### src/rtl/riscv_ctrl_pkg.sv
// ============================================================================
// riscv_ctrl_pkg : opcodes, state encoding and mux/alu_op codes shared by the
// multicycle RISC-V main controller.  Rev 1.0
// ============================================================================
`default_nettype none

package riscv_ctrl_pkg;

  localparam logic [6:0] OP_LOAD   = 7'b0000011;
  localparam logic [6:0] OP_STORE  = 7'b0100011;
  localparam logic [6:0] OP_RTYPE  = 7'b0110011;
  localparam logic [6:0] OP_ITYPE  = 7'b0010011;
  localparam logic [6:0] OP_JAL    = 7'b1101111;
  localparam logic [6:0] OP_BRANCH = 7'b1100011;

  typedef enum logic [3:0] {
    FETCH    = 4'd0,
    DECODE   = 4'd1,
    MEMADR   = 4'd2,
    MEMREAD  = 4'd3,
    MEMWB    = 4'd4,
    MEMWRITE = 4'd5,
    EXECR    = 4'd6,
    EXECI    = 4'd7,
    ALUWB    = 4'd8,
    JAL      = 4'd9,
    BRANCH   = 4'd10,
    FAULT    = 4'd11
  } state_t;

  localparam logic [1:0] ALUOP_ADD   = 2'b00;
  localparam logic [1:0] ALUOP_SUB   = 2'b01;
  localparam logic [1:0] ALUOP_FUNCT = 2'b10;

  localparam logic [2:0] IMM_I = 3'b000;
  localparam logic [2:0] IMM_S = 3'b001;
  localparam logic [2:0] IMM_B = 3'b010;
  localparam logic [2:0] IMM_J = 3'b011;

  localparam logic [1:0] RES_ALUOUT = 2'b00;
  localparam logic [1:0] RES_RDATA  = 2'b01;
  localparam logic [1:0] RES_ALU    = 2'b10;

  localparam logic [1:0] SRCA_PC    = 2'b00;
  localparam logic [1:0] SRCA_OLDPC = 2'b01;
  localparam logic [1:0] SRCA_RS1   = 2'b10;

  localparam logic [1:0] SRCB_RS2   = 2'b00;
  localparam logic [1:0] SRCB_IMM   = 2'b01;
  localparam logic [1:0] SRCB_FOUR  = 2'b10;

endpackage

`default_nettype wire

### src/rtl/main_control_fsm_imm_decoder.sv
// ============================================================================
// imm_decoder : opcode -> immediate format select, purely combinational.
// Rev 1.0
// ============================================================================
`default_nettype none

module imm_decoder
  import riscv_ctrl_pkg::*;
(
  input  logic [6:0] op,
  output logic [2:0] imm_src
);

  always_comb begin
    imm_src = IMM_I;
    case (op)
      OP_LOAD, OP_ITYPE: imm_src = IMM_I;
      OP_STORE:          imm_src = IMM_S;
      OP_BRANCH:         imm_src = IMM_B;
      OP_JAL:            imm_src = IMM_J;
      default:           imm_src = IMM_I;
    endcase
  end

endmodule

`default_nettype wire

### src/rtl/main_control_fsm.sv
// ============================================================================
// main_control_fsm : Moore sequencer for the multicycle RISC-V datapath; the
// only Mealy term is the branch-qualified pc_write.  Rev 1.0
// ============================================================================
`default_nettype none

module main_control_fsm
  import riscv_ctrl_pkg::*;
#(
  parameter int SUPPORT_BNE = 1,
  parameter int STATE_W     = 4
) (
  input  logic               clk,
  input  logic               rst_n,
  input  logic [6:0]         op,
  input  logic [2:0]         funct3,
  input  logic               zero,
  output logic               pc_write,
  output logic               adr_src,
  output logic               mem_write,
  output logic               ir_write,
  output logic               reg_write,
  output logic [1:0]         result_src,
  output logic [1:0]         alu_src_a,
  output logic [1:0]         alu_src_b,
  output logic [1:0]         alu_op,
  output logic [2:0]         imm_src,
  output logic               illegal,
  output logic [STATE_W-1:0] state_dbg
);

  state_t     state, next_state;
  logic       illegal_q;

  logic       pc_update, branch;
  logic       adr_src_c, mem_write_c, ir_write_c, reg_write_c;
  logic [1:0] result_src_c, alu_src_a_c, alu_src_b_c, alu_op_c;
  logic       branch_taken;
  logic       unused_funct3;

  always_ff @(posedge clk or negedge rst_n) begin
    if (!rst_n) state <= FETCH;
    else        state <= next_state;
  end

  always_ff @(posedge clk or negedge rst_n) begin
    if (!rst_n)                  illegal_q <= 1'b0;
    else if (next_state == FAULT) illegal_q <= 1'b1;
  end

  always_comb begin
    next_state   = FAULT;
    pc_update    = 1'b0;
    branch       = 1'b0;
    adr_src_c    = 1'b0;
    mem_write_c  = 1'b0;
    ir_write_c   = 1'b0;
    reg_write_c  = 1'b0;
    result_src_c = RES_ALUOUT;
    alu_src_a_c  = SRCA_PC;
    alu_src_b_c  = SRCB_RS2;
    alu_op_c     = ALUOP_ADD;
    case (state)
      FETCH: begin
        ir_write_c   = 1'b1;
        alu_src_a_c  = SRCA_PC;
        alu_src_b_c  = SRCB_FOUR;
        result_src_c = RES_ALU;
        pc_update    = 1'b1;
        next_state   = DECODE;
      end
      DECODE: begin
        // Precompute the branch target into ALUOut while op is decoded.
        alu_src_a_c = SRCA_OLDPC;
        alu_src_b_c = SRCB_IMM;
        case (op)
          OP_LOAD, OP_STORE: next_state = MEMADR;
          OP_RTYPE:          next_state = EXECR;
          OP_ITYPE:          next_state = EXECI;
          OP_JAL:            next_state = JAL;
          OP_BRANCH:         next_state = BRANCH;
          default:           next_state = FAULT;
        endcase
      end
      MEMADR: begin
        alu_src_a_c = SRCA_RS1;
        alu_src_b_c = SRCB_IMM;
        next_state  = (op == OP_LOAD) ? MEMREAD : MEMWRITE;
      end
      MEMREAD: begin
        adr_src_c  = 1'b1;
        next_state = MEMWB;
      end
      MEMWB: begin
        result_src_c = RES_RDATA;
        reg_write_c  = 1'b1;
        next_state   = FETCH;
      end
      MEMWRITE: begin
        adr_src_c   = 1'b1;
        mem_write_c = 1'b1;
        next_state  = FETCH;
      end
      EXECR: begin
        alu_src_a_c = SRCA_RS1;
        alu_src_b_c = SRCB_RS2;
        alu_op_c    = ALUOP_FUNCT;
        next_state  = ALUWB;
      end
      EXECI: begin
        alu_src_a_c = SRCA_RS1;
        alu_src_b_c = SRCB_IMM;
        alu_op_c    = ALUOP_FUNCT;
        next_state  = ALUWB;
      end
      ALUWB: begin
        reg_write_c = 1'b1;
        next_state  = FETCH;
      end
      JAL: begin
        alu_src_a_c = SRCA_OLDPC;
        alu_src_b_c = SRCB_FOUR;
        pc_update   = 1'b1;
        next_state  = ALUWB;
      end
      BRANCH: begin
        alu_src_a_c = SRCA_RS1;
        alu_src_b_c = SRCB_RS2;
        alu_op_c    = ALUOP_SUB;
        branch      = 1'b1;
        next_state  = FETCH;
      end
      FAULT:   next_state = FAULT;
      default: next_state = FAULT;
    endcase
  end

  generate
    if (SUPPORT_BNE != 0) begin : g_bne
      assign branch_taken = zero ^ funct3[0];
    end else begin : g_beq_only
      assign branch_taken = zero;
    end
  endgenerate

  assign unused_funct3 = ^funct3;

  // Reset forces every control output low, even though state already reads FETCH.
  assign pc_write   = rst_n & (pc_update | (branch & branch_taken));
  assign adr_src    = rst_n & adr_src_c;
  assign mem_write  = rst_n & mem_write_c;
  assign ir_write   = rst_n & ir_write_c;
  assign reg_write  = rst_n & reg_write_c;
  assign result_src = rst_n ? result_src_c : 2'b00;
  assign alu_src_a  = rst_n ? alu_src_a_c  : 2'b00;
  assign alu_src_b  = rst_n ? alu_src_b_c  : 2'b00;
  assign alu_op     = rst_n ? alu_op_c     : 2'b00;
  assign illegal    = illegal_q;
  assign state_dbg  = STATE_W'(state);

  imm_decoder u_imm_decoder (
    .op      (op),
    .imm_src (imm_src)
  );

endmodule

`default_nettype wire

### config.mk
export PLATFORM = sky130hd
export DESIGN_NAME = main_control_fsm
export DESIGN_NICKNAME = d
export VERILOG_FILES = /design/src/rtl/riscv_ctrl_pkg.sv /design/src/rtl/main_control_fsm_imm_decoder.sv /design/src/rtl/main_control_fsm.sv
export SDC_FILE = /design/constraint.sdc
export NUM_CORES = 1
export LEC_CHECK = 0
export ABC_CLOCK_PERIOD_IN_PS = 1300
export CAP_MARGIN = 0
export CORE_UTILIZATION = 36
export DETAILED_ROUTE_END_ITERATION = 8
export PLACE_DENSITY_LB_ADDON = 0.25
export SLEW_MARGIN = 20
export SYNTH_ARGS = -nofsm -noshare
export SYNTH_HDL_FRONTEND = slang
export SYNTH_SLANG_ARGS = --single-unit
### constraint.sdc
create_clock -name clk -period 1.3 [get_ports clk]
set_input_delay 0.13 -clock clk [delete_from_list [all_inputs] [get_ports clk]]
set_output_delay 0.13 -clock clk [all_outputs]
set_load 0.03 [all_outputs]
==> metrics.txt, run 1 <==
Synth area leaders dfrtp_1, nor3_1, nor2b_1, nand4bb_4, xnor2_1; chip height ~42 um; run status did not finish; Syn Area/Cell 7.39 sq um; H-tree Lvls 1; clock buffer depth 2; Seq/Total Area, Yosys between 20% and 30%; Sink Count 5; largest net degree at the start of global routing 9; Fail Step global routing; Die X between 40 and 50 um; Post-Syn Area 569 sq um; Synth area leader dfrtp_1; Port Buffers 30; Synth Register Bits 5; placed inst area approximately 1100 sq um; error msg [ERROR DPL-0038] Utilization greater than 100%, impossible to legalize; Syn Inst Count just under 80; synth warn 0; Synth cell types 29; half-perimeter wire length after placement approximately 1400 um; Initial Util ~41%; GPL Wtd Cong 0.839; Ports 34; Crit. endpoint post-GRT repair alu_src_b[0]; CTS Buf Count 3; CTS Root Cell clkbuf_4; FP Rows 13; Worst EP kind primary output; Synth top area share between 20% and 30%; Synthesized Nets 90
-- cell families after synthesis --
group                     Yosys count  synth area share (%)
and+or+nand+nor                    43                  45.3
AOI/OAI and AO/OA                  13                  15.6
buffers and inverters               9                  7.25
xor gates and xnor gates            6                  9.23
DFF                                 5                  22.0
other                               1                 0.659
-- synthesized netlist by cell type (all sizes together) --
master   number
nor3b         2
and3          2
inv           1
o221a         1
nand3         3
a211oi        1
nand4b        2
conb          1
nor2b         5
nor2          6
o21ai         4
dfrtp         5
nand2b        4
o211ai        2
or3           3
nor3          7
xnor2         3
nand4bb       1
and2          1
xor2          3
a21o          1
a31oi         1
nand2         6
buf           4
o41a          1
nor4b         1
a21oi         2
clkbuf        4
-- stage by stage --
stage | std cells | util (%) | hold WS (ns) | setup WS [ns]
detailed placement | 135 | 78.6 | 0.499 | -0.222
global placement | 135 | 78.6 | 0.473 | -0.199
floorplan | 77 | - | -0.166 | -0.191
CTS | 150 | 93.8 | 0.270 | -0.157
-- repair_timing --
item                                    4_1_cts
endpoints found under the setup margin       17
cloned                                        0
gates resized for setup                      38
hold endpoints to repair                      0
hold buffers                                  0
pin swaps                                    10
setup buffers                                11
==> run 2, diff against run 1 <==
--- a/config.mk
+++ b/config.mk
@@ -7,9 +7,10 @@
 export LEC_CHECK = 0
 export ABC_CLOCK_PERIOD_IN_PS = 1300
 export CAP_MARGIN = 0
-export CORE_UTILIZATION = 36
+export CORE_AREA = 2 2 63 65
 export DETAILED_ROUTE_END_ITERATION = 8
-export PLACE_DENSITY_LB_ADDON = 0.25
+export DIE_AREA = 0 0 65 67
+export PLACE_DENSITY_LB_ADDON = 0.15
 export SLEW_MARGIN = 20
 export SYNTH_ARGS = -nofsm -noshare
 export SYNTH_HDL_FRONTEND = slang
==> run 2 against run 1 <==
Net effect:
- the flow now finishes, with violations (negative hold slack, negative setup slack)
- synthesized cell count unchanged
- synthesized area did not move
==> metrics.txt, run 2 <==
run status finished with violations; violated checks negative hold slack, negative setup slack; post-route ant nets 0; final hold violations 2; R2R Path Start state_dbg[1]; Syn Inst Count 77; R2R depth 4; Synth cell types 29; Commonest cells post-synth nor3_1, nand2_1, nor2_1; clock buffer depth 2; Seq/Total Area, Yosys about 22%; Clk pwr share around 52%; R2R setup slack -0.06 ns; Reg power frac between 20 and 30%; placed inst area 1190 sq um; Final Util between 30% and 40%; Critical Path Fanout Max 6; CTS Buf Count 3; Worst Skew 0.000799 ns; Ports 34; Net Sw Frac 23.7%; endpoints failing setup 14; cell with the most instances after synthesis nor3_1; RSZ-0062 raised after global routing true; DR iter-0 viols 6; First-pass DRT Iterations 3; minimum clock period between 1 and 1.5 ns; maximum clock rate between 0.6 and 0.7 GHz; H-tree Lvls 1; CTS tree built; GRT Residual Overflow 0; post-DR wirelength/cell ~11 um; Syn Area/Cell 7.39 sq um; Max Cap Violations 0; worst endpoint required time about 1.2 ns; CP max stage cell dfrtp_2; worst setup path end pc_write; Area growth syn-to-layout 151%; Tcrit/Tclk final 112%; Residual DRC 0; Sink Count 5; Pleak approximately 0.61 nW; final worst slack -0.158 ns; delay of the slowest cell on the worst path between 0.4 and 0.5 ns; Post-Syn Area ~570 sq um; Critical Path Start state_dbg[3]; Synth top area share 22.0%; VDD IR max between 200 and 250 uV; CTS Root Cell clkbuf_8; synth warn 0; half-perimeter wire length after placement between 1500 and 2000 um; crit end category output port; Post-synth EDFFs 0; Synthesized Nets 90; Post-Route WL between 1500 and 2000 um; CP Class reg -> out; max reg flops 4; fin. max-slew vios 0; largest net degree at the start of global routing 9; NetSw 132 uW; die area 4360 sq um; GPL Wtd Cong between 0.7 and 0.8; commonest cells after routing, fill and taps aside buf_4, buf_6, nor3_4, dlygate4sd2_1; top_reg_cell synth dfrtp_1; critical path launch point type flip-flop; clock transition at the registers of the reported paths ~0.040 ns; Fill cells approximately 370; FP Rows 22; final instance area between 1000 and 1500 sq um; global-route wire length before repair ~3400 um; chip height about 67 um; antenna cell count 0; Vias a little under 800; Initial Util 15.8%; Combinational Power Share between 20% and 30%; CTS hold repair buffers 0; WP data arrival about 1.3 ns; ys async rst share 100%; total track usage between 10% and 20%; P per Cell Area between 300 and 400 nW/um^2; share of layout cells above drive strength 1 about two thirds; initial antenna violation count 0; Int Pwr approximately 430 uW; Worst Hold Class in -> async; core area 3610 sq um; WHS -0.00457 ns; fin nets 153; Synth Register Bits 5; Synth area leader dfrtp_1; Via density around 4.2; CP Cell Sequence buf_4 > xor2_2 > nor3_4 > a21o_4 > buf_6; Port Buffers 30; Die X roughly 65 um; Synth area leaders dfrtp_1, nor3_1, nor2b_1, nand4bb_4, xnor2_1; commonest non-fill, non-tap cell in the layout buf_4; vias in the first global route approximately 800; Clock Latency Late Sink between 0.2 and 0.25 ns; reg2reg end state_dbg[0]
run 2: worst min-delay path by stage:
stage                from       to  slack [ns]  cells after the start
floorplan           rst_n  illegal       -0.17                      0
global placement    rst_n  illegal        0.48                      2
detailed placement  rst_n  illegal        0.48                      2
CTS                 rst_n  illegal       0.005                      2
global route        rst_n  illegal       0.001                      2
finish              rst_n  illegal      -0.005                      2
run 2: per-layer routing:
metal  global-route usage (%)  vias up  part of all wire [%]
met5                        0        -                     0
met4                     5.59        0                   1.9
met3                     1.35        4                   4.8
met2                     19.6       24                    54
met1                     10.5      364                    39
li1                         -      388                     -
run 2: cell type report:
cell class                 instances  area (sq um)  area share [%]
multi-input combinational         63           606            42.3
timing repair buffer              66           586            40.9
sequential                         5           130            9.09
tap                               48          60.1            4.20
clock buffer                       3          41.3            2.88
clock inverter                     1          5.00           0.350
inverter                           1          3.75           0.262
run 2: repair_timing:
action                                  CTS  global route
endpoints found under the setup margin   17            18
setup buffers                             6             1
gates resized for setup                  33            20
pin swaps                                 7             9
run 2: metrics by stage:
stage | setup TNS, ns | setup slack [ns] | instances | total power, mW | hold WS [ns]
CTS | -1.77 | -0.151 | 186 | 0.563 | 0.00538
finish | -1.42 | -0.158 | 187 | 0.558 | -0.00457
global placement | -2.63 | -0.239 | 176 | 0.270 | 0.477
floorplan | -0.828 | -0.191 | 77 | 0.195 | -0.166
detailed placement | -2.84 | -0.260 | 176 | 0.271 | 0.484
global route | -2.41 | -0.201 | 187 | 0.592 | 0.00113
run 2: cell families after synthesis:
group,after synthesis,synth area share (%)
AOI/OAI and AO/OA,13,15.6
xor gates and xnor gates,6,9.23
buffers and inverters,9,7.25
DFF,5,22.0
other,1,0.659
and+or+nand+nor,43,45.3
run 2: power groups by stage:
stage / registers, mW / clock network (mW) / logic [mW]
2_1_floorplan: 0.158 / 0 / 0.0367
4_1_cts: 0.156 / 0.297 / 0.110
5_1_grt: 0.156 / 0.313 / 0.122
6_report: 0.156 / 0.289 / 0.112
3_5_place_dp: 0.158 / 0 / 0.113
3_3_place_gp: 0.158 / 0 / 0.111
run 2: worst max-delay path, delay by kind of cell (launching register included):
family / cells / cell delay, ns
XOR/XNOR: 1 / 0.16
flip-flops: 1 / 0.44
buffers and inverters: 2 / 0.28
AO/OA/AOI/OAI: 1 / 0.18
AND/OR/NAND/NOR: 1 / 0.05
(Power assumes the default switching activity.)
==> run 3, diff against run 2 <==
--- a/config.mk
+++ b/config.mk
@@ -11,6 +11,7 @@
 export DETAILED_ROUTE_END_ITERATION = 8
 export DIE_AREA = 0 0 65 67
 export PLACE_DENSITY_LB_ADDON = 0.15
+export RECOVER_POWER = 25
 export SLEW_MARGIN = 20
 export SYNTH_ARGS = -nofsm -noshare
 export SYNTH_HDL_FRONTEND = slang
==> run 3 against run 2 <==
Net effect:
- the flow still finishes with violations (negative hold slack, negative setup slack)
- register-to-register slack barely moved
- worst setup slack improved by 0.0010 ns
- critical path depth stayed put
- clock power barely moved
- count of clock-buffer cells in the layout stayed put
==> metrics.txt, run 3 (synthesized netlist as in run 2, its figures left out) <==
Clock Latency Late Sink approximately 0.22 ns; DR iter-0 viols 6; largest net degree at the start of global routing 9; critical path launch point type flip-flop; Fill cells ~360; CP Cell Sequence buf_4 > xor2_2 > nor3_4 > a21o_4 > buf_6; CP Class reg -> out; Worst Hold Class in -> async; Final Util between 30% and 40%; Port Buffers 30; die area 4360 sq um; CTS Root Cell clkbuf_8; Critical Path Fanout Max 6; final hold violations 2; Residual DRC 0; setup TNS -1.42 ns; GRT Residual Overflow 0; crit end category output port; commonest cells after routing, fill and taps aside buf_4, buf_6, nor3_4, dlygate4sd2_1; total track usage about a tenth; clock transition at the registers of the reported paths about 0.040 ns; share of layout cells above drive strength 1 approximately two thirds; Vias approximately 800; commonest non-fill, non-tap cell in the layout buf_4; Max Cap Violations 0; fin nets approximately 150; fin. max-slew vios 0; H-tree Lvls 1; Ports 34; minimum clock period roughly 1.5 ns; P per Cell Area about 390 nW/um^2; Tcrit/Tclk final 112%; CTS Buf Count 3; Die X about 65 um; FP Rows 22; half-perimeter wire length after placement around 1600 um; delay of the slowest cell on the worst path between 0.4 and 0.5 ns; initial antenna violation count 0; core area between 3000 and 4000 sq um; post-DR wirelength/cell around 11 um; max reg flops 4; GR Layer Usage met2 19.6%; Sink Count 5; RSZ-0062 raised after global routing true; CP max stage cell dfrtp_2; GPL Wtd Cong 0.725; Power, Total 556 uW; First-pass DRT Iterations 3; post-route ant nets 0; run status finished with violations; chip height ~67 um; final instance area 1430 sq um; Top Usage Layer GRT met2; grt met1 use between 10% and 20%; WHS -0.0196 ns; global-route wire length before repair approximately 3400 um; Worst Skew ~0.00081 ns; CTS tree built; final worst slack -0.157 ns; met3 Track Usage GR 1.35%; violated checks negative hold slack, negative setup slack; worst endpoint required time 1.17 ns; WP data arrival ~1.3 ns; maximum clock rate approximately 0.69 GHz; VDD IR max roughly 210 uV; endpoints failing setup 14; Via density between 4 and 5; clock buffer depth 2; Area growth syn-to-layout 151%; antenna cell count 0; Post-Route WL about 2000 um; Pleak ~0.60 nW; placed inst area between 1000 and 1500 sq um; Initial Util between 15 and 20%; vias in the first global route approximately 800
## run 3: layout make-up
| cell class | instances | area [sq um] | share of cell area (%) |
|---|---|---|---|
| clock buffers | 3 | 41.3 | 2.89 |
| well taps | 48 | 60.1 | 4.21 |
| repair buffers | 66 | 582 | 40.8 |
| inverters | 1 | 3.75 | 0.263 |
| clock inverters | 1 | 5.00 | 0.351 |
| multi-input cells | 63 | 606 | 42.4 |
| flip-flops and latches | 5 | 130 | 9.11 |
## run 3: where the power goes
group	total, mW	switching (mW)	internal, mW
logic	0.111	0.0490	0.0618
clock network	0.289	0.0825	0.206
registers	0.156	0	0.156
## run 3: worst paths after layout
| check | from | end | slack, ns | cells after the start |
|---|---|---|---|---|
| setup / recovery | state_dbg[3] | pc_write | -0.16 | 5 |
| setup reg to reg | state_dbg[1] | state_dbg[0] | -0.06 | 4 |
| min in group clk | op[2] | state_dbg[1] | 0.47 | 5 |
| hold / removal | rst_n | illegal | -0.02 | 2 |
| hold reg to reg | illegal | illegal | 0.49 | 2 |
| max in group asynchronous | rst_n | state_dbg[0] | 1.07 | 3 |
## run 3: routing by layer
metal  wire length, um  vias to the layer above
met5                 0                        -
met1               787                      363
li1                  -                      389
met2              1080                       24
met4                38                        0
met3                95                        4
## run 3: per-stage QoR
step                worst slack [ns]  cells
floorplan                     -0.191     77
CTS                           -0.151    186
global placement              -0.239    176
finish                        -0.157    187
detailed placement            -0.260    176
global route                  -0.201    187
## run 3: repair_timing
item,4_1_cts,5_1_grt
pin swaps,7,9
hold buffers,0,0
gates resized for setup,33,20
endpoints found under the setup margin,17,18
setup buffers,6,1
## run 3: worst max-delay path: cells and delay by family (launching register included)
family / cells / cell delay (ns)
xor gates and xnor gates: 1 / 0.16
buffers and inverters: 2 / 0.28
DFF: 1 / 0.44
AOI/OAI and AO/OA: 1 / 0.18
and+or+nand+nor: 1 / 0.05
==> edit, RTL diff (config.mk and constraints of run 2) <==
The parameter `STATE_W` goes from 4 to 6.
--- a/src/rtl/main_control_fsm.sv
+++ b/src/rtl/main_control_fsm.sv
@@ -9,5 +9,5 @@
 #(
   parameter int SUPPORT_BNE = 1,
-  parameter int STATE_W     = 4
+  parameter int STATE_W     = 6
 ) (
   input  logic               clk,
Interface: changed (resized state_dbg); port bits go from 34 to 36. The function was not compared with the original's and may differ.
==> edit against run 2 <==
The flow finishes with violations (negative setup slack); worst setup slack got worse by 0.015 ns; die area unchanged; non-clock buffer count decreased by 3; power decreased by 0.18%; synthesized area increased by 1.5%; final area decreased by 3.7%; routed wire length decreased by 1.4%; sequential cell count unchanged; largest power group unchanged; combinational power about the same; largest cell class unchanged.
==> edit: results (changes against run 2) <==
\begin{tabular}{lr}
\hline
Metric & Value \\
\hline
\multicolumn{2}{l}{\textbf{Synthesis}} \\
Top\_reg\_cell synth & dfrtp\_1 \\
Most area-consuming cells after synthesis & dfrtp\_1, buf\_2, nand4bb\_4 \\
Complex-gate fraction of the synthesized area & 18.6\% (+3.0 points) \\
Number of distinct standard cells referenced by the synthesized netlist & 31 (+6.9\%) \\
Most instantiated library cell after synthesis & buf\_2 \\
Portion of the post-synthesis area used by sequential elements & 21.6\% (-0.33 points) \\
\multicolumn{2}{l}{\textbf{Timing}} \\
Worst clock skew on the final layout & 0.00446 ns (+0.00366 ns) \\
Final hold slack & 0.137 ns (+0.141 ns) \\
Fin worst setup slack & -0.173 ns (-0.0153 ns) \\
Setup Viol. Count Final & 15 (+1) \\
Total count of hold-check failures in the final report & 0 (-2) \\
\multicolumn{2}{l}{\textbf{Drt}} \\
Number of DRC markers in iteration 0 & 9 (+3) \\
Detailed-route vias per instance & 4.22 (+1.3\%) \\
Routed wirelength normalized by instance count & 10.8 um (+0.75\%) \\
\multicolumn{2}{l}{\textbf{Cells and area}} \\
Number of nets in the final layout & 149 (-2.6\%) \\
Share of layout cells above drive strength 1 & 64.4\% (-3.9 points) \\
Filler cells & 390 (+6.8\%) \\
\multicolumn{2}{l}{\textbf{Placement}} \\
Final GP Congestion & 0.688 (-5.1\%) \\
HPWL Detailed & 1560 um (-1.4\%) \\
Post-DP Area & 1150 um\^{}2 (-3.1\%) \\
Pre-CTS setup slack & -0.232 ns (+0.0279 ns) \\
\multicolumn{2}{l}{\textbf{Setup path}} \\
Startpoint of the lowest-slack register-to-register path & state[1]\$\_DFF\_PN0\_ \\
Worst Path Max Fanout & 7 (+1) \\
Crit Reg-Reg Endpoint & illegal\$\_DFFE\_PN0N\_ \\
Depth of the most critical reg-to-reg path & 6 (+2) \\
\multicolumn{2}{l}{\textbf{Global routing}} \\
Global router's overall resource usage & 9.56\% (-0.59 points) \\
Antenna violations before repair & 0 (unchanged) \\
Via count of the first global-routing pass & 763 (-4.1\%) \\
\multicolumn{2}{l}{\textbf{Status}} \\
Violations in the final reports & negative setup slack \\
Status & finished with violations \\
\multicolumn{2}{l}{\textbf{Power and ir drop}} \\
Maximum resistive drop on vdd & 0.397 mV (+87\%) \\
Leakage power summed over all cells & 0.596 nW (-1.6\%) \\
\hline
\end{tabular}
==> edit: cell count changes after synthesis, moves of 2 or more <==
cell / before / now
nor4_1: 0 / 2
nor3_1: 7 / 5
buf_2: 3 / 6
clkbuf_1: 4 / 1
buf_4: 1 / 3
nor2b_1: 5 / 2
==> edit: stage by stage <==
step                std cells  utilization (%)  TNS (ns)
detailed placement        168             31.9     -2.81
finish                    183             38.2     -1.73
floorplan                  78                -    -0.840
global placement          168             31.9     -2.63
CTS                       178             35.6     -1.76
global route              183             38.2     -2.63
==> edit: repair_timing <==
action,4_1_cts,5_1_grt
endpoints found under the setup margin,16,19
pin swaps,6,7
gates resized for setup,25,22
buffers inserted,6,5
==> edit: logic make-up after synthesis <==
kind of cell	after synthesis
and+or+nand+nor	37
AOI/OAI and AO/OA	16
buffers and inverters	11
xor gates and xnor gates	6
DFF	5
other	1
==> edit: how the worst max path moves through the flow <==
stage | startpoint | endpoint | slack (ns)
floorplan | state[0]$_DFF_PN0_ | pc_write | -0.26
global placement | op[1] | imm_src[0] | -0.23
detailed placement | rst_n | pc_write | -0.23
CTS | state[1]$_DFF_PN0_ | result_src[1] | -0.20
global route | state[0]$_DFF_PN0_ | pc_write | -0.24
finish | state[0]$_DFF_PN0_ | pc_write | -0.17
==> edit: area by class of cell <==
cell class,instances,area (um^2),area share (%)
Clock buffer,4,45.0,3.27
Inverter,1,3.75,0.272
Multi-Input combinational cell,62,571,41.4
Sequential cell,5,130,9.44
Tap cell,48,60.1,4.36
Timing Repair Buffer,63,569,41.3
==> edit: critical path, stage by stage (launching register included) <==
cell	delay, ns
dfrtp_2	0.45
or2_4	0.26
nor3_4	0.14
a21o_4	0.14
buf_6	0.12
==> edit: power by group through the flow <==
stage,logic [mW],registers (mW),clock network [mW]
3_5_place_dp,0.113,0.158,0
4_1_cts,0.108,0.157,0.294
3_3_place_gp,0.112,0.158,0
6_report,0.112,0.157,0.288
5_1_grt,0.122,0.156,0.309
2_1_floorplan,0.0459,0.158,0
==> edit: per-layer routing <==
layer / GRT usage (%) / part of all wire (%)
met5: 0 / 0
met4: 1.60 / 0.41
met3: 2.53 / 5.3
met2: 18.9 / 52
met1: 10.1 / 42
